`src/rtl/i2c_txn_sequencer.sv`:
```
// i2c_txn_sequencer: expands one register read/write request into I2C master byte commands.
// Optional I2C_SEQ_TIMEOUT_EN aborts a command whose completion never arrives (e.g. NACK).
module i2c_txn_sequencer #(
    parameter int LEN_W   = 4,
    parameter int TIMEOUT = 4096
) (
    input  logic             clk,
    input  logic             reset,
    input  logic             req_valid,
    output logic             req_ready,
    input  logic             req_rw,
    input  logic [6:0]       req_dev,
    input  logic [7:0]       req_reg,
    input  logic [LEN_W-1:0] req_len,
    input  logic [7:0]       wdata,
    input  logic             wdata_valid,
    output logic             wdata_ready,
    output logic [7:0]       rdata,
    output logic             rdata_valid,
    output logic             busy,
    output logic             done,
    output logic             err,
    output logic             m_i2c_en,
    output logic             m_start,
    output logic             m_stop,
    output logic [7:0]       m_tx_data,
    input  logic             m_ready,
    input  logic [7:0]       m_rx_data
);
    typedef enum logic [3:0] {
        S_IDLE, S_START, S_ADDR_W, S_REG, S_WDATA,
        S_STOP_P, S_RESTART, S_ADDR_R, S_RDATA, S_STOP
    } state_t;

    state_t           r_state, w_state_nx, w_next;
    logic             r_wait, w_wait_nx;
    logic             r_prev_rdy, r_rw, r_loaded, r_done, r_rdata_valid;
    logic [6:0]       r_dev;
    logic [7:0]       r_reg, r_wbyte, r_rdata;
    logic [LEN_W-1:0] r_cnt;
    logic             w_issue, w_rise, w_accept, w_fin, w_tmo, w_byte_done;

    if (LEN_W < 1 || TIMEOUT < 2) begin : g_cfg_check
        $error("i2c_txn_sequencer: LEN_W must be >= 1 and TIMEOUT >= 2");
    end

    assign busy        = r_state != S_IDLE;
    assign req_ready   = r_state == S_IDLE && m_ready;
    assign w_accept    = req_valid && req_ready;
    assign w_issue     = busy && !r_wait;
    assign w_rise      = m_ready && !r_prev_rdy;
    assign w_byte_done = r_wait && w_rise;
    assign wdata_ready = r_state == S_WDATA && w_issue && !r_loaded && wdata_valid;
    // A data byte is only offered to the master once it has been loaded.
    assign m_i2c_en    = w_issue && (r_state != S_WDATA || r_loaded);
    assign m_start     = w_issue && r_state inside {S_START, S_RESTART, S_RDATA};
    assign m_stop      = w_issue && r_state inside {S_STOP_P, S_STOP, S_RDATA};
    assign m_tx_data   = r_state == S_ADDR_W ? {r_dev, 1'b0} :
                         r_state == S_ADDR_R ? {r_dev, 1'b1} :
                         r_state == S_REG    ? r_reg :
                         r_state == S_WDATA  ? r_wbyte : 8'h00;
    assign rdata       = r_rdata;
    assign rdata_valid = r_rdata_valid;
    assign done        = r_done;

`ifdef I2C_SEQ_TIMEOUT_EN
    localparam int TW = $clog2(TIMEOUT);
    logic [TW-1:0] r_tmo;
    logic          r_err;
    assign w_tmo = r_wait && !w_rise && r_tmo == TW'(TIMEOUT - 1);
    assign err   = r_err;
    always_ff @(posedge clk or negedge reset) begin
        if (!reset) begin
            r_tmo <= '0;
            r_err <= 1'b0;
        end else begin
            r_tmo <= (r_wait && !w_rise && !w_tmo) ? r_tmo + 1'b1 : '0;
            r_err <= w_tmo;
        end
    end
`else
    assign w_tmo = 1'b0;
    assign err   = 1'b0;
`endif

    // State that follows the current command once it completes.
    always_comb begin
        w_next = S_IDLE;
        case (r_state)
            S_START:          w_next = S_ADDR_W;
            S_ADDR_W:         w_next = S_REG;
            S_REG:            w_next = r_rw ? S_STOP_P : (r_cnt == '0 ? S_STOP : S_WDATA);
            S_WDATA, S_RDATA: w_next = r_cnt == LEN_W'(1) ? S_STOP : r_state;
            S_STOP_P:         w_next = r_cnt == '0 ? S_IDLE : S_RESTART;
            S_RESTART:        w_next = S_ADDR_R;
            S_ADDR_R:         w_next = S_RDATA;
            default:          w_next = S_IDLE;
        endcase
    end

    always_comb begin
        w_state_nx = r_state;
        w_wait_nx  = r_wait;
        w_fin      = 1'b0;
        if (r_state == S_IDLE) begin
            w_state_nx = w_accept ? S_START : S_IDLE;
        end else if (!r_wait) begin
            w_wait_nx = m_i2c_en && !m_ready;
        end else if (w_rise) begin
            w_wait_nx  = 1'b0;
            w_state_nx = w_next;
            w_fin      = w_next == S_IDLE;
        end else if (w_tmo) begin
            w_wait_nx  = 1'b0;
            w_state_nx = S_IDLE;
        end
    end

    always_ff @(posedge clk or negedge reset) begin
        if (!reset) begin
            r_state <= S_IDLE;
            r_wait  <= 1'b0;
        end else begin
            r_state <= w_state_nx;
            r_wait  <= w_wait_nx;
        end
    end

    always_ff @(posedge clk or negedge reset) begin
        if (!reset) begin
            r_prev_rdy    <= 1'b0;
            r_rw          <= 1'b0;
            r_dev         <= '0;
            r_reg         <= '0;
            r_cnt         <= '0;
            r_loaded      <= 1'b0;
            r_wbyte       <= '0;
            r_rdata       <= '0;
            r_rdata_valid <= 1'b0;
            r_done        <= 1'b0;
        end else begin
            r_prev_rdy    <= m_ready;
            r_done        <= w_fin;
            r_rdata_valid <= w_byte_done && r_state == S_RDATA;
            if (w_accept) begin
                r_rw     <= req_rw;
                r_dev    <= req_dev;
                r_reg    <= req_reg;
                r_cnt    <= req_len;
                r_loaded <= 1'b0;
            end
            if (wdata_ready) begin
                r_wbyte  <= wdata;
                r_loaded <= 1'b1;
            end
            if (w_byte_done && (r_state == S_WDATA || r_state == S_RDATA)) begin
                r_cnt    <= r_cnt - 1'b1;
                r_loaded <= 1'b0;
            end
            if (w_byte_done && r_state == S_RDATA)
                r_rdata <= m_rx_data;
        end
    end
endmodule

```
`config.mk`:
```
export PLATFORM = sky130hd
export DESIGN_NAME = i2c_txn_sequencer
export DESIGN_NICKNAME = d
export VERILOG_FILES = /design/src/rtl/i2c_txn_sequencer.sv
export SDC_FILE = /design/constraint.sdc
export NUM_CORES = 1
export LEC_CHECK = 0
export ABC_AREA = 1
export CAP_MARGIN = 20
export CORE_UTILIZATION = 40
export CTS_CLUSTER_DIAMETER = 40
export CTS_CLUSTER_SIZE = 28
export DETAILED_ROUTE_END_ITERATION = 8
export PLACE_DENSITY = 0.69
export SYNTH_ARGS = -nofsm -noshare
export SYNTH_HDL_FRONTEND = slang
export SYNTH_SLANG_ARGS = --single-unit
```
`constraint.sdc`:
```
create_clock -name clk -period 2.39 [get_ports clk]
set_input_delay 0.478 -clock clk [delete_from_list [all_inputs] [get_ports clk]]
set_output_delay 0.478 -clock clk [all_outputs]
set_load 0.01 [all_outputs]
```
==> insert_results.sql, run 1 <==
INSERT INTO impl_metrics (metric_group, metric, value, unit) VALUES
('logic_synthesis', 'post_synth_edffs', '0', ''),
('power_and_ir_drop', 'power_frac_clock', '13.6', '%'),
('logic_synthesis', 'synth_sequential_area_ratio', '49.53', '%'),
('cells_and_area', 'nets', '413', ''),
('floorplanning', 'starting_density_of_the_core', '41.29', '%'),
('detailed_routing', 'wl', '5479', 'um'),
('detailed_routing', 'total_via_count_in_the_routed_design', '2059', ''),
('grt', 'grt_use_met3', '3.882', '%'),
('critical_path', 'critical-path-top-cell-by-count', 'sky130_fd_sc_hd__nand2_4', ''),
('floorplanning', 'fp.dieH', '77.39', 'um'),
('logic_synthesis', 'ys.warnings.count', '0', ''),
('power_and_ir_drop', 'cell_area_power_density', '1083', 'nW/um^2'),
('critical_path', 'endpoint_kind', 'output pin', ''),
('logic_synthesis', 'postSynthNetCount', '337', ''),
('power_and_ir_drop', 'final_power', '0.003443', 'W'),
('critical_path', 'cp_slowest_stage_delay', '480', 'ps'),
('grt', 'routing_layer_with_the_top_usage_in_global_route', 'met2', ''),
('grt', 'globalRouteMet2Util', '32.39', '%'),
('critical_path', 'path_buf_inv', '2', ''),
('sta', 'finalHoldViolations', '0', ''),
('critical_path', 'gate_family_responsible_for_the_most_delay_along_the_worst_path', 'buffers and inverters', ''),
('floorplanning', 'fp.dieW', '77.39', 'um'),
('clock_network', 'tritoncts.num_buffers', '5', ''),
('clock_network', 'worstSkewPairLatency', '300', 'ps'),
('detailed_routing', 'drc', '0', ''),
('logic_synthesis', 'synth.top_cells.by_area', 'sky130_fd_sc_hd__dfrtp_1 (50%), sky130_fd_sc_hd__nand2_1 (19%), sky130_fd_sc_hd__inv_1 (6.1%)', ''),
('sta', 'setup_repair_after_global_routing_missed_its_margin', 'false', ''),
('cells_and_area', 'fillers', '510', ''),
('clock_network', 'clock_tree.buffer_depth', '2', ''),
('logic_synthesis', 'synth_async_sr_flop_share', '100.0', '%'),
('clock_network', 'cts_hold_buffers', '0', ''),
('detailed_routing', 'initialDrtViolationCount', '69', ''),
('detailed_routing', 'first_pass_iters', '4', ''),
('critical_path', 'critPathRequiredTime', '1910', 'ps'),
('critical_path', 'path_class', 'reg -> out', ''),
('power_and_ir_drop', 'combPwrFrac', '50.1', '%'),
('logic_synthesis', 'netlist.top_cell.by_area', 'sky130_fd_sc_hd__dfrtp_1', ''),
('clock_network', 'htree_levels', '2', ''),
('sta', 'timing.final.max_slew_violations', '0', ''),
('cells_and_area', 'area_growth', '39.85', '%'),
('grt', 'grt_usage', '20.43', '%'),
('grt', 'grt_start_max_net_pins', '25', ''),
('logic_synthesis', 'ys_ff_latch', '45', ''),
('cells_and_area', 'antennaDiodeCount', '0', ''),
('sta', 'post-route-min-period', '2289', 'ps'),
('sta', 'final_setup_tns', '0', 'ps'),
('grt', 'vias_in_the_first_global_route', '2001', ''),
('logic_synthesis', 'avgSynthCellArea', '7.733', 'um^2'),
('grt', 'grt_pass1_wl', '9528', 'um'),
('detailed_routing', 'routed_via_density', '4.658', ''),
('power_and_ir_drop', 'static-leakage-power', '1.639', 'nW'),
('sta', 'worst_clock_skew', '6.527', 'ps'),
('critical_path', 'critical_path.slowest_cell', 'sky130_fd_sc_hd__clkdlybuf4s50_1', ''),
('power_and_ir_drop', 'net-switching-power', '0.001431', 'W'),
('power_and_ir_drop', 'internal_dissipation', '0.002012', 'W'),
('sta', 'fin_crit_sh', '95.79', '%'),
('critical_path', 'timing.critical_path.cells', 'buf_4 -> nor2_4 -> nand2_4 -> nand2_4 -> a21oi_2 -> clkdlybuf4s50_1', ''),
('floorplanning', 'core-area', '5507', 'um^2'),
('sta', 'clock.fmax', '0.4368', 'GHz'),
('logic_synthesis', 'synth.cell_area', '2273', 'um^2'),
('flow_run', 'maxcap_violations', '0', ''),
('logic_synthesis', 'ys.flop_type', 'sky130_fd_sc_hd__dfrtp_1', ''),
('critical_path', 'worstPathArrival', '1810', 'ps'),
('clock_network', 'clkSlewWorstSetupHoldPaths', '90', 'ps'),
('sta', 'finalSetupViolations', '0', ''),
('place', 'placement.io_buffers', '64', ''),
('run_status', 'run_status', 'finished, final reports clean', ''),
('detailed_routing', 'ant_nets', '0', ''),
('sta', 'holdWs', '154.6', 'ps'),
('logic_synthesis', 'synth_most_common_cell', 'sky130_fd_sc_hd__nand2_1', ''),
('power_and_ir_drop', 'swShare', '41.55', '%');
-- cell type report --
cell class	count	area, um^2	area share (%)
inverter	39	148.9	4.683
clock inverter	2	13.76	0.4329
timing repair buffer	73	716.9	22.55
tap	72	90.09	2.834
sequential	45	1130	35.54
clock buffer	5	68.82	2.165
multi-input combinational	206	1011	31.80
-- metal layers --
| layer | part of all wire [%] | vias to the layer above |
|---|---|---|
| li1 | - | 1058 |
| met1 | 48 | 929 |
| met2 | 45 | 64 |
| met3 | 5.1 | 8 |
| met4 | 1.6 | 0 |
| met5 | 0 | - |
-- cell usage in the layout (no fill, tap or decap), types with 4 or more instances in the layout --
cell                              instances
sky130_fd_sc_hd__a21oi_1                  4
sky130_fd_sc_hd__buf_4                    7
sky130_fd_sc_hd__clkbuf_8                 5
sky130_fd_sc_hd__clkdlybuf4s50_1         51
sky130_fd_sc_hd__dfrtp_1                 42
sky130_fd_sc_hd__dlygate4sd2_1           11
sky130_fd_sc_hd__inv_1                   36
sky130_fd_sc_hd__nand2_1                115
sky130_fd_sc_hd__nand2_2                  5
sky130_fd_sc_hd__nand3_1                 11
sky130_fd_sc_hd__nor2_1                  13
sky130_fd_sc_hd__nor2_4                   5
sky130_fd_sc_hd__o21ai_0                 23
sky130_fd_sc_hd__o21ai_1                  5
sky130_fd_sc_hd__o21bai_1                 7
-- cell families after synthesis --
kind of cell	after synthesis	share of synthesized area [%]
buffers and inverters	43	7.925
flip-flops	45	49.53
adder cells (fa/ha/maj)	2	1.101
AO/OA/AOI/OAI	44	10.84
AND/OR/NAND/NOR	158	30.05
other	1	0.1649
XOR/XNOR	1	0.3853
-- worst paths after layout --
path	from	end	slack [ps]	cells past startpoint
min	reset	r_dev[3]	150	1
min in group clk	rdata[7]	rdata[7]	480	2
max reg2reg	r_state[1]	r_cnt[1]	610	10
max	r_state[1]	m_i2c_en	100	6
min reg2reg	rdata[7]	rdata[7]	480	2
max in group asynchronous	reset	r_wbyte[5]	1730	2
-- power by group through the flow --
| stage | Clock, W | Combinational [W] | Sequential, W |
|---|---|---|---|
| finish | 0.000469 | 0.00173 | 0.00125 |
| global placement | 0 | 0.00169 | 0.00124 |
| global route | 0.000512 | 0.00194 | 0.00129 |
| CTS | 0.000483 | 0.00169 | 0.00124 |
| detailed placement | 0 | 0.00170 | 0.00125 |
| floorplan | 0 | 0.000968 | 0.00125 |
-- worst reg2reg max path: stages, from the launching register on --
cell and delay [ps]:
sky130_fd_sc_hd__dfrtp_1 420, sky130_fd_sc_hd__buf_4 170, sky130_fd_sc_hd__nor2_4 180, sky130_fd_sc_hd__nand2_4 90
sky130_fd_sc_hd__buf_4 170, sky130_fd_sc_hd__nor2_2 110, sky130_fd_sc_hd__nand2_2 170, sky130_fd_sc_hd__nand2_2 160
sky130_fd_sc_hd__inv_1 70, sky130_fd_sc_hd__nand2_1 70, sky130_fd_sc_hd__nand3_1 60
-- repair_timing --
action	4_1_cts	5_1_grt
setup endpoints to repair	12	10
setup buffers	1	0
resized for setup	22	8
pin swaps	1	0
-- through the flow --
stage          cell area, um^2  cells  worst slack [ps]  util, %
4_1_cts                   3157    442             27.92    57.33
5_1_grt                   3179    442             5.972    57.74
3_3_place_gp              3050    434             69.42    55.40
6_report                  3179    442             100.7    57.74
3_5_place_dp              3050    434             12.16    55.40
2_1_floorplan             2273    294             743.7        -
Note: power is estimated with default switching activity, not from simulation.
==> inputs of run 2 (changes only) <==
- CORE_MARGIN: unset -> 1.5
- GPL_TIMING_DRIVEN: unset -> 0
- RECOVER_POWER: unset -> 100
==> insert_results.sql, run 2 (synthesized netlist as in run 1, its figures left out) <==
INSERT INTO impl_metrics (metric_group, metric, value, unit) VALUES
('detailed_routing', 'drc', '0', ''),
('sta', 'final_critical_path_setup_slack', '67.09', 'ps'),
('detailed_routing', 'wl', '5688', 'um'),
('critical_path', 'worstPathArrival', '1840', 'ps'),
('sta', 'fin_crit_sh', '97.19', '%'),
('critical_path', 'critical_path.slowest_cell', 'sky130_fd_sc_hd__clkdlybuf4s50_1', ''),
('cells_and_area', 'antennaDiodeCount', '0', ''),
('clock_network', 'worstSkewPairLatency', '300', 'ps'),
('grt', 'grt_start_max_net_pins', '26', ''),
('grt', 'grt_pass1_wl', '9480', 'um'),
('cells_and_area', 'layout.cell_area.non_filler', '3251', 'um^2'),
('clock_network', 'cts_hold_buffers', '0', ''),
('grt', 'antenna_found_initial', '0', ''),
('floorplanning', 'fp.dieW', '78.39', 'um'),
('place', 'dpl_worst_slack', '-91.64', 'ps'),
('place', 'routabilityCongestion', '0.8909', ''),
('clock_network', 'clkSlewWorstSetupHoldPaths', '100', 'ps'),
('critical_path', 'crit_fanout', '4', ''),
('sta', 'finalSetupViolations', '0', ''),
('clock_network', 'cts_tree', 'done', ''),
('cells_and_area', 'area_growth', '42.98', '%'),
('detailed_routing', 'ant_nets', '0', ''),
('sta', 'worst_slew_pin_slew', '1223', 'ps'),
('place', 'dpl.hpwl', '4131', 'um'),
('sta', 'post-route-min-period', '2323', 'ps'),
('critical_path', 'path_class', 'in -> out', ''),
('run_status', 'run_status', 'finished, final reports clean', ''),
('place', 'postPlaceCellArea', '3019', 'um^2'),
('grt', 'grt_remaining_overflow', '0', ''),
('clock_network', 'htree_levels', '2', ''),
('cells_and_area', 'sequential_cell_area', '1131', 'um^2'),
('grt', 'grt_usage', '19.89', '%'),
('critical_path', 'timing.critical_path.cells', 'dlygate4sd3_1 -> inv_1 -> nor2_2 -> clkdlybuf4s50_1', ''),
('cells_and_area', 'layout-drive-gt1-share', '13.79', '%'),
('clock_network', 'root_cell_of_the_clock_tree', 'sky130_fd_sc_hd__clkbuf_8', ''),
('detailed_routing', 'routedWlPerCell', '12.67', 'um'),
('place', 'numPlacedInstances', '431', ''),
('detailed_routing', 'total_via_count_in_the_routed_design', '2134', ''),
('cells_and_area', 'final_cells', '449', ''),
('detailed_routing', 'routed_via_density', '4.753', ''),
('floorplanning', 'io_pins', '66', ''),
('cells_and_area', 'mostFrequentLayoutCells', 'sky130_fd_sc_hd__nand2_1 (115), sky130_fd_sc_hd__clkdlybuf4s50_1 (51), sky130_fd_sc_hd__dfrtp_1 (41)', ''),
('sta', 'setup_repair_after_global_routing_missed_its_margin', 'false', ''),
('clock_network', 'tritoncts.num_buffers', '5', ''),
('critical_path', 'endpoint_kind', 'output pin', ''),
('floorplanning', 'core-area', '5507', 'um^2'),
('place', 'placement.io_buffers', '64', ''),
('critical_path', 'critPathRequiredTime', '1910', 'ps'),
('detailed_routing', 'first_pass_iters', '4', ''),
('critical_path', 'crit_path_start_kind', 'primary input', ''),
('sta', 'final_setup_tns', '0', 'ps'),
('cells_and_area', 'multi_input_area', '1023', 'um^2'),
('sta', 'worst_case_headroom_to_the_max_slew_limit', '18.49', '%'),
('floorplanning', 'starting_density_of_the_core', '41.29', '%'),
('grt', 'vias_in_the_first_global_route', '2100', ''),
('clock_network', 'clock_sinks', '45', ''),
('detailed_routing', 'initialDrtViolationCount', '93', ''),
('cells_and_area', 'nets', '419', ''),
('power_and_ir_drop', 'final_power', '0.003583', 'W'),
('sta', 'finalHoldViolations', '0', ''),
('flow_run', 'maxcap_violations', '0', ''),
('sta', 'timing.final.max_slew_violations', '0', ''),
('power_and_ir_drop', 'peakVddDrop', '489.2', 'uV'),
('sta', 'clock.fmax', '0.4305', 'GHz'),
('sta', 'worst_clock_skew', '18.93', 'ps'),
('hold_path', 'hold_path.class', 'in -> async', ''),
('cells_and_area', 'fillers', '511', ''),
('critical_path', 'cp_slowest_stage_delay', '550', 'ps'),
('floorplanning', 'rows', '27', ''),
('floorplanning', 'fp.dieH', '78.39', 'um'),
('power_and_ir_drop', 'static-leakage-power', '1.654', 'nW'),
('power_and_ir_drop', 'cell_area_power_density', '1102', 'nW/um^2'),
('floorplanning', 'die_area', '6145', 'um^2'),
('clock_network', 'clock_tree.buffer_depth', '2', ''),
('cells_and_area', 'most_frequent_standard_cell_in_the_layout_excluding_fill_and_tap_cells', 'sky130_fd_sc_hd__nand2_1', '');
run 2: final timing paths:
kind | from | end | slack (ps) | depth (start not counted)
setup / recovery | m_ready | req_ready | 70 | 4
hold / removal | reset | r_wbyte[5] | 410 | 1
setup reg to reg | r_state[0] | r_cnt[1] | 690 | 7
hold reg to reg | rdata[2] | rdata[2] | 470 | 2
max in group asynchronous | reset | r_state[1] | 1160 | 1
min in group clk | rdata[2] | rdata[2] | 470 | 2
run 2: stage by stage:
step           hold WS (ps)  utilization (%)
6_report              408.8            59.03
5_1_grt               495.4            59.03
3_3_place_gp          454.3            54.56
4_1_cts               150.3            58.55
3_5_place_dp          458.3            54.83
2_1_floorplan         182.4                -
run 2: timing repair:
item,4_1_cts,5_1_grt
setup endpoints to repair,11,3
pin swaps,3,1
gates resized for setup,32,2
buffers inserted,7,3
gates cloned,0,0
run 2: routing by layer:
| metal | track usage (%) | up-vias | share of wire, % |
|---|---|---|---|
| li1 | - | 1070 | - |
| met1 | 25.47 | 1000 | 46 |
| met2 | 33.65 | 58 | 48 |
| met3 | 3.256 | 6 | 4.1 |
| met4 | 7.679 | 0 | 1.3 |
| met5 | 0 | - | 0 |
run 2: worst max-delay path: cells and delay by family:
family	cells	cell delay [ps]
buffers and inverters	3	1190
and+or+nand+nor	1	160
run 2: layout make-up:
cell class              count  share of cell area [%]
flip-flops and latches     45                   34.80
multi-input cells         206                   31.49
repair buffers             75                   22.13
inverters                  39                   4.734
well taps                  72                   2.771
clock buffers               6                   2.540
plain buffers               4                   1.039
clock inverters             2                  0.5004
run 2: power breakdown:
part	leakage [nW]	internal, W	switching, W	total [W]
combinational	1.06	0.000787	0.00102	0.00180
clock	0.0478	0.000238	0.000270	0.000508
sequential	0.548	0.00108	0.000193	0.00127
total	1.65	0.00210	0.00148	0.00358
